===== src/rtl/mux_rr_sched_pkg.sv =====
// rtl/mux_rr_sched_pkg.sv - shared types for the round-robin scheduler
package mux_sched_pkg;

   localparam int NCH = 4;

   typedef logic [1:0] ch_idx_t;

   typedef enum logic {
      EMPTY = 1'b0,
      FULL  = 1'b1
   } state_t;

endpackage


===== src/rtl/mux_rr_sched_if.sv =====
// rtl/mux_rr_sched_if.sv - four-channel request side plus registered output side
interface mux_rr_sched_if
   import mux_sched_pkg::*;
#(
   parameter int WIDTH = 4
);

   logic [WIDTH-1:0] a1;
   logic [WIDTH-1:0] a2;
   logic [WIDTH-1:0] a3;
   logic [WIDTH-1:0] a4;
   logic [NCH-1:0]   a_valid;
   logic [NCH-1:0]   a_ready;
   ch_idx_t          s;
   logic [WIDTH-1:0] d;
   logic             d_valid;
   logic             d_ready;

   // Environment side: drives channel words and downstream ready
   modport master (
      output a1, a2, a3, a4, a_valid, d_ready,
      input  a_ready, s, d, d_valid
   );

   // Scheduler side
   modport slave (
      input  a1, a2, a3, a4, a_valid, d_ready,
      output a_ready, s, d, d_valid
   );

endinterface


===== src/rtl/mux_rr_sched_rr_pick4.sv =====
// rtl/mux_rr_sched_rr_pick4.sv - combinational rotate-priority picker
module rr_pick4
   import mux_sched_pkg::*;
(
   input  logic [NCH-1:0] req,
   input  ch_idx_t        last,
   input  logic           stay,
   output logic [NCH-1:0] gnt,
   output ch_idx_t        idx,
   output logic           any
);

   ch_idx_t cand;
   logic    found;

   // Keep the current channel if allowed, else search last+1 .. last+4 (last itself comes last)
   always_comb begin
      gnt   = '0;
      idx   = last;
      any   = |req;
      found = 1'b0;
      cand  = last;
      if (stay && req[last]) begin
         found = 1'b1;
      end
      for (int k = 1; k <= NCH; k++) begin
         cand = last + ch_idx_t'(k);
         if (!found && req[cand]) begin
            idx   = cand;
            found = 1'b1;
         end
      end
      if (found) begin
         gnt[idx] = 1'b1;
      end
   end

endmodule


===== src/rtl/mux_rr_sched.sv =====
// rtl/mux_rr_sched.sv - round-robin scheduler feeding mux_4x1 with registered word and select
module mux_rr_sched
   import mux_sched_pkg::*;
#(
   parameter int WIDTH = 4,
   parameter int BURST = 2,
   parameter int CNT_W = 8
) (
   input  logic                   clk,
   input  logic                   rst_n,
   mux_rr_sched_if.slave          bus,
   output logic [NCH*CNT_W-1:0]   grant_cnt
);

   localparam int             BW      = $clog2(BURST + 1);
   localparam logic [BW-1:0]  BURST_V = BW'(BURST);

   state_t                     state;
   state_t                     state_nxt;
   logic [WIDTH-1:0]           d_q;
   ch_idx_t                    s_q;
   ch_idx_t                    last;
   ch_idx_t                    idx;
   logic [BW-1:0]              burst_cnt;
   logic [NCH-1:0][CNT_W-1:0]  cnt;
   logic [NCH-1:0]             gnt;
   logic [WIDTH-1:0]           win_data;
   logic                       any;
   logic                       load;
   logic                       xfer;
   logic                       stay;

   // burst_cnt is zero only straight out of reset: no burst is in progress then,
   // so the reset value of last must not be allowed to claim the first beat.
   assign stay = (burst_cnt != '0) && (burst_cnt < BURST_V);

   rr_pick4 u_pick (
      .req  (bus.a_valid),
      .last (last),
      .stay (stay),
      .gnt  (gnt),
      .idx  (idx),
      .any  (any)
   );

   // Winning channel word
   always_comb begin
      win_data = bus.a1;
      case (idx)
         2'd0:    win_data = bus.a1;
         2'd1:    win_data = bus.a2;
         2'd2:    win_data = bus.a3;
         default: win_data = bus.a4;
      endcase
   end

   // FSM next state, load/transfer decode, ready and valid outputs
   always_comb begin
      state_nxt   = state;
      load        = (state == EMPTY) | bus.d_ready;
      xfer        = load & any & rst_n;
      bus.a_ready = xfer ? gnt : '0;
      bus.d_valid = (state == FULL);
      case (state)
         EMPTY: if (xfer) state_nxt = FULL;
         FULL:  if (bus.d_ready) state_nxt = xfer ? FULL : EMPTY;
         default: state_nxt = EMPTY;
      endcase
   end

   // FSM state register
   always_ff @(posedge clk or negedge rst_n) begin
      if (!rst_n) begin
         state <= EMPTY;
      end else begin
         state <= state_nxt;
      end
   end

   // Output register, rotation pointer, burst and saturating grant counters
   always_ff @(posedge clk or negedge rst_n) begin
      if (!rst_n) begin
         d_q       <= '0;
         s_q       <= '0;
         last      <= 2'd3;
         burst_cnt <= '0;
         cnt       <= '0;
      end else if (xfer) begin
         d_q  <= win_data;
         s_q  <= idx;
         last <= idx;
         if (idx == last) begin
            if (burst_cnt != BURST_V) burst_cnt <= burst_cnt + 1'b1;
         end else begin
            burst_cnt <= BW'(1);
         end
         if (cnt[idx] != '1) cnt[idx] <= cnt[idx] + 1'b1;
      end
   end

   assign bus.d     = d_q;
   assign bus.s     = s_q;
   assign grant_cnt = cnt;

endmodule


===== src/flat_wrapper.sv =====
// flat-port wrapper written by rule: the top's interface ports become plain ports
module mux_rr_sched_flat import mux_sched_pkg::*;
#(
   parameter int WIDTH = 4,
   parameter int BURST = 2,
   parameter int CNT_W = 8
)
  (clk, rst_n, grant_cnt, bus_a1, bus_a2, bus_a3, bus_a4, bus_a_valid, bus_d_ready, bus_a_ready, bus_s, bus_d, bus_d_valid);
  mux_rr_sched_if #(.WIDTH(WIDTH)) bus_i ();
  input  logic clk;
  input  logic rst_n;
  output logic [NCH*CNT_W-1:0] grant_cnt;
  input wire logic [$bits(bus_i.a1)-1:0] bus_a1;
  input wire logic [$bits(bus_i.a2)-1:0] bus_a2;
  input wire logic [$bits(bus_i.a3)-1:0] bus_a3;
  input wire logic [$bits(bus_i.a4)-1:0] bus_a4;
  input wire logic [$bits(bus_i.a_valid)-1:0] bus_a_valid;
  input wire logic [$bits(bus_i.d_ready)-1:0] bus_d_ready;
  output wire logic [$bits(bus_i.a_ready)-1:0] bus_a_ready;
  output wire logic [$bits(bus_i.s)-1:0] bus_s;
  output wire logic [$bits(bus_i.d)-1:0] bus_d;
  output wire logic [$bits(bus_i.d_valid)-1:0] bus_d_valid;
  assign bus_i.a1 = bus_a1;
  assign bus_i.a2 = bus_a2;
  assign bus_i.a3 = bus_a3;
  assign bus_i.a4 = bus_a4;
  assign bus_i.a_valid = bus_a_valid;
  assign bus_i.d_ready = bus_d_ready;
  assign bus_a_ready = bus_i.a_ready;
  assign bus_s = bus_i.s;
  assign bus_d = bus_i.d;
  assign bus_d_valid = bus_i.d_valid;
  mux_rr_sched #(.WIDTH(WIDTH), .BURST(BURST), .CNT_W(CNT_W)) u_core (.clk(clk), .rst_n(rst_n), .bus(bus_i), .grant_cnt(grant_cnt));
endmodule

===== config.mk =====
export PLATFORM = sky130hd
export DESIGN_NAME = mux_rr_sched_flat
export DESIGN_NICKNAME = d
export VERILOG_FILES = /design/src/rtl/mux_rr_sched_pkg.sv /design/src/rtl/mux_rr_sched_if.sv /design/src/rtl/mux_rr_sched_rr_pick4.sv /design/src/rtl/mux_rr_sched.sv /design/src/flat_wrapper.sv
export SDC_FILE = /design/constraint.sdc
export NUM_CORES = 1
export LEC_CHECK = 0
export ABC_CLOCK_PERIOD_IN_PS = 5000
export BUFFER_PORTS_ARGS = -buffer_cell sky130_fd_sc_hd__buf_2
export CAP_MARGIN = 20
export CORE_AREA = 2 2 100 78
export DETAILED_ROUTE_END_ITERATION = 8
export DIE_AREA = 0 0 102 80
export PLACE_DENSITY = 0.58
export SETUP_SLACK_MARGIN = 0.1
export SYNTH_ARGS = -nofsm -noshare
export SYNTH_HDL_FRONTEND = slang
export SYNTH_SLANG_ARGS = --single-unit

===== constraint.sdc =====
create_clock -name clk -period 5 [get_ports clk]
set_input_delay 0.5 -clock clk [delete_from_list [all_inputs] [get_ports clk]]
set_output_delay 0.5 -clock clk [all_outputs]
set_load 0.01 [all_outputs]

==> results.py <==
metrics = {
    "cells_and_area": {
        "seq_area_um2": 1080,
        "fillers": 745,
        "final_cell_mix": "buf_2 (65), dfrtp_1 (41), nand2_1 (36)",
        "multi_input_area_um2": 1570,
        "final_util": 0.458,
        "n_antenna_cell": 0,
        "drive_gt1_frac": 0.313,
        "fin_area_um2": 3280,
        "instances_no_fill": 453,
        "final_nets": 377,
        "area_delta_synth_final_pct": 18.0,
        "layout_commonest_cell": "buf_2",
    },
    "placement": {
        "dpl_cell_area_um2": 3170,
        "place.detailed.hpwl_um": 5480,
        "globalplace.congestion": 0.845,
        "dp_cells": 443,
        "port_buffers": 65,
    },
    "critical_path": {
        "crit_type": "register to register",
        "cp_cell_sequence": "mux2i_1, o22ai_2, or3_1, nand2_4, nor2_1, nor3_1, a21oi_1, inv_1, ha_1, inv_1, nor4_1, nor2_2, nor4b_4, buf_4, nor2_4, mux2_1",
        "crit_required_ps": 5200,
        "critPathCaptureType": "register",
        "cp_top_family": "simple AND/OR/NAND/NOR gates",
        "cp_max_fo": 16,
        "slowest_stage": "dfstp_2",
        "worstPathArrival_ps": 4400,
        "slowest_delay_ps": 690,
        "crit_buf_inv": 3,
        "path_common_cell": "inv_1",
        "cp-start-kind": "register",
    },
    "cts": {
        "cts_sinks": 43,
        "cts_made_buffers": 5,
        "cts_tree": "built",
        "insertion_delay_ps": 310,
        "clockRootBuffer": "clkbuf_8",
        "cts.path.max_buffers": 2,
        "clkTransAtPathRegs_ps": 100,
        "htreeDepth": 2,
        "cts_hold_buf": 0,
    },
    "yosys": {
        "async_flop_share": 1.00,
        "yosysWarnings": 0,
        "avgSynthCellArea_um2": 9.65,
        "ys_seq_area_frac": 0.388,
        "syn_nets": 314,
        "synthCells": 288,
        "synth_top_area_share": 0.369,
        "synth_edf_count": 0,
        "syn_area_um2": 2780,
        "synth_seq_cells": 43,
        "ys_dominant_reg_cell": "dfrtp_1",
        "yosys.area.top_type": "dfrtp_1",
        "synth_cell_types": 61,
        "synthTopCellsByArea": "dfrtp_1 (37%), mux2_1 (8.1%), mux2i_1 (5.0%)",
    },
    "timing": {
        "period_minus_slack_ps": 4200,
        "worstMarginPinSlew_ps": 913,
        "skew_ps": 10.6,
        "finalSetupViolations": 0,
        "rsz0062_at_grt": "false",
        "fin_crit_sh": 0.840,
        "tns_ps": 0,
        "hold_violations": 0,
        "fmax_mhz": 238,
        "slew_headroom": 0.390,
        "final_max_slew_viol_count": 0,
    },
    "die": {
        "die_h_um": 80,
        "core-area_um2": 7160,
        "rows": 27,
        "die_area_um2": 8160,
        "die_w_um": 102,
        "start_util": 0.388,
        "ios": 66,
    },
    "power": {
        "power.leakage_uw": 0.00152,
        "powerDensity_nw_per_um2": 830,
        "ir_drop_v": 0.000486,
        "p_total_uw": 2720,
    },
    "routing": {
        "wl_per_cell_um": 16.2,
        "drt-initial-drc-count": 142,
        "routed_wl_um": 7360,
        "drcViolationCount": 0,
        "detail_route.first_pass.iterations": 4,
        "via_per_inst": 5.32,
        "ant_nets": 0,
        "vias": 2409,
    },
    "global_route": {
        "grt_pass1_wl_um": 12100,
        "grt_pass1_vias": 2311,
        "track_usage": 0.191,
        "grt_max_degree": 44,
        "grt-ovfl-total": 0,
        "antenna_found_initial": 0,
    },
    "flow_run": {
        "drv_cap": 0,
    },
    "run_status": {
        "outcome": "finished, final reports clean",
    },
    "worst_hold_path": {
        "hp-class": "primary input to asynchronous set/reset pin",
    },
}
[cell families after synthesis]
group	Yosys count	synth area share
compound gates	58	0.159
xor+xnor	3	0.00946
fa+ha+maj	3	0.0135
buf+inv	25	0.0482
flops	43	0.388
mux	38	0.148
simple gates	118	0.234
[final cells by class]
| cell class | instances | area share |
|---|---|---|
| multi-input combinational | 220 | 0.479 |
| sequential | 43 | 0.329 |
| timing repair buffer | 71 | 0.113 |
| tap | 101 | 0.0385 |
| clock buffer | 5 | 0.0210 |
| inverter | 10 | 0.0115 |
| clock inverter | 3 | 0.00763 |
[metrics by stage]
stage               setup WS, ps  hold slack [ps]
global placement             642              468
floorplan                    855              204
finish                       799              287
global route                 343              339
CTS                          520              301
detailed placement           522              483
[timing repair]
item,CTS,global route
resized for setup,0,0
setup buffers,0,2
endpoints found under the setup margin,0,17
[worst reg2reg max path, stage by stage, from the launching register on]
cell and delay [ps]:
dfstp_2 690, mux2i_1 360, o22ai_2 230, or3_1 550, nand2_4 230, nor2_1 70
nor3_1 130, a21oi_1 110, inv_1 90, ha_1 160, inv_1 70, nor4_1 400
nor2_2 120, nor4b_4 300, buf_4 200, nor2_4 70, mux2_1 320
[metal layers]
metal | routed length (um) | track usage | vias up
met5 | 0 | 0 | -
met3 | 376 | 0.0368 | 7
met4 | 74 | 0.0413 | 0
met2 | 3160 | 0.280 | 70
li1 | - | - | 1163
met1 | 3750 | 0.288 | 1169
[synth_stat cells, types with 2 or more instances]
master    number
o32ai_1        2
nor2_4         5
xnor2_1        2
nand3b_1       3
a31o_2         4
nor3_1        11
or3_1          2
and3_1         2
dfrtp_1       41
nor2b_1        3
mux2_1        20
nor2_2         2
ha_1           3
o22ai_1        2
a31oi_1        3
and2_1         4
nand2b_1       4
o21ai_0       10
buf_6          4
a211oi_1       2
buf_2          2
dfstp_2        2
mux2i_1       14
buf_4          2
o21a_1         2
nor2_1        18
mux2_2         4
nand2_1       36
clkbuf_1       6
o22a_1         5
inv_1         10
a21oi_1       10
nand3_1       19
o21ai_1        2
[worst paths after layout]
path	cells after the start	start	slack (ps)	end
setup / recovery	16	u_core.last[1]	800	u_core.grant_cnt[10]
hold / removal	2	rst_n	290	u_core.grant_cnt[13]
setup reg to reg	16	u_core.last[1]	800	u_core.grant_cnt[10]
hold reg to reg	2	u_core.bus.s[0]	490	u_core.bus.s[0]
max in group asynchronous	2	rst_n	4320	u_core.grant_cnt[30]
min in group clk	3	bus_d_ready	480	u_core.bus.d_valid
[state kept, by name (all words and copies together), names as in the netlist]
| register | cells |
|---|---|
| u_core.bus.d | 4 |
| u_core.bus.s | 2 |
| u_core.burst_cnt | 2 |
| u_core.grant_cnt | 32 |
| u_core.bus.d_valid | 1 |
| u_core.last | 2 |
[where the power goes]
group	internal, uW	leakage, uW	switching (uW)
Sequential	526	0.000508	185
Clock	100	0.0000443	139
Combinational	723	0.000967	1050
Total	1350	0.00152	1370
Power figures use the tool's default switching activity.
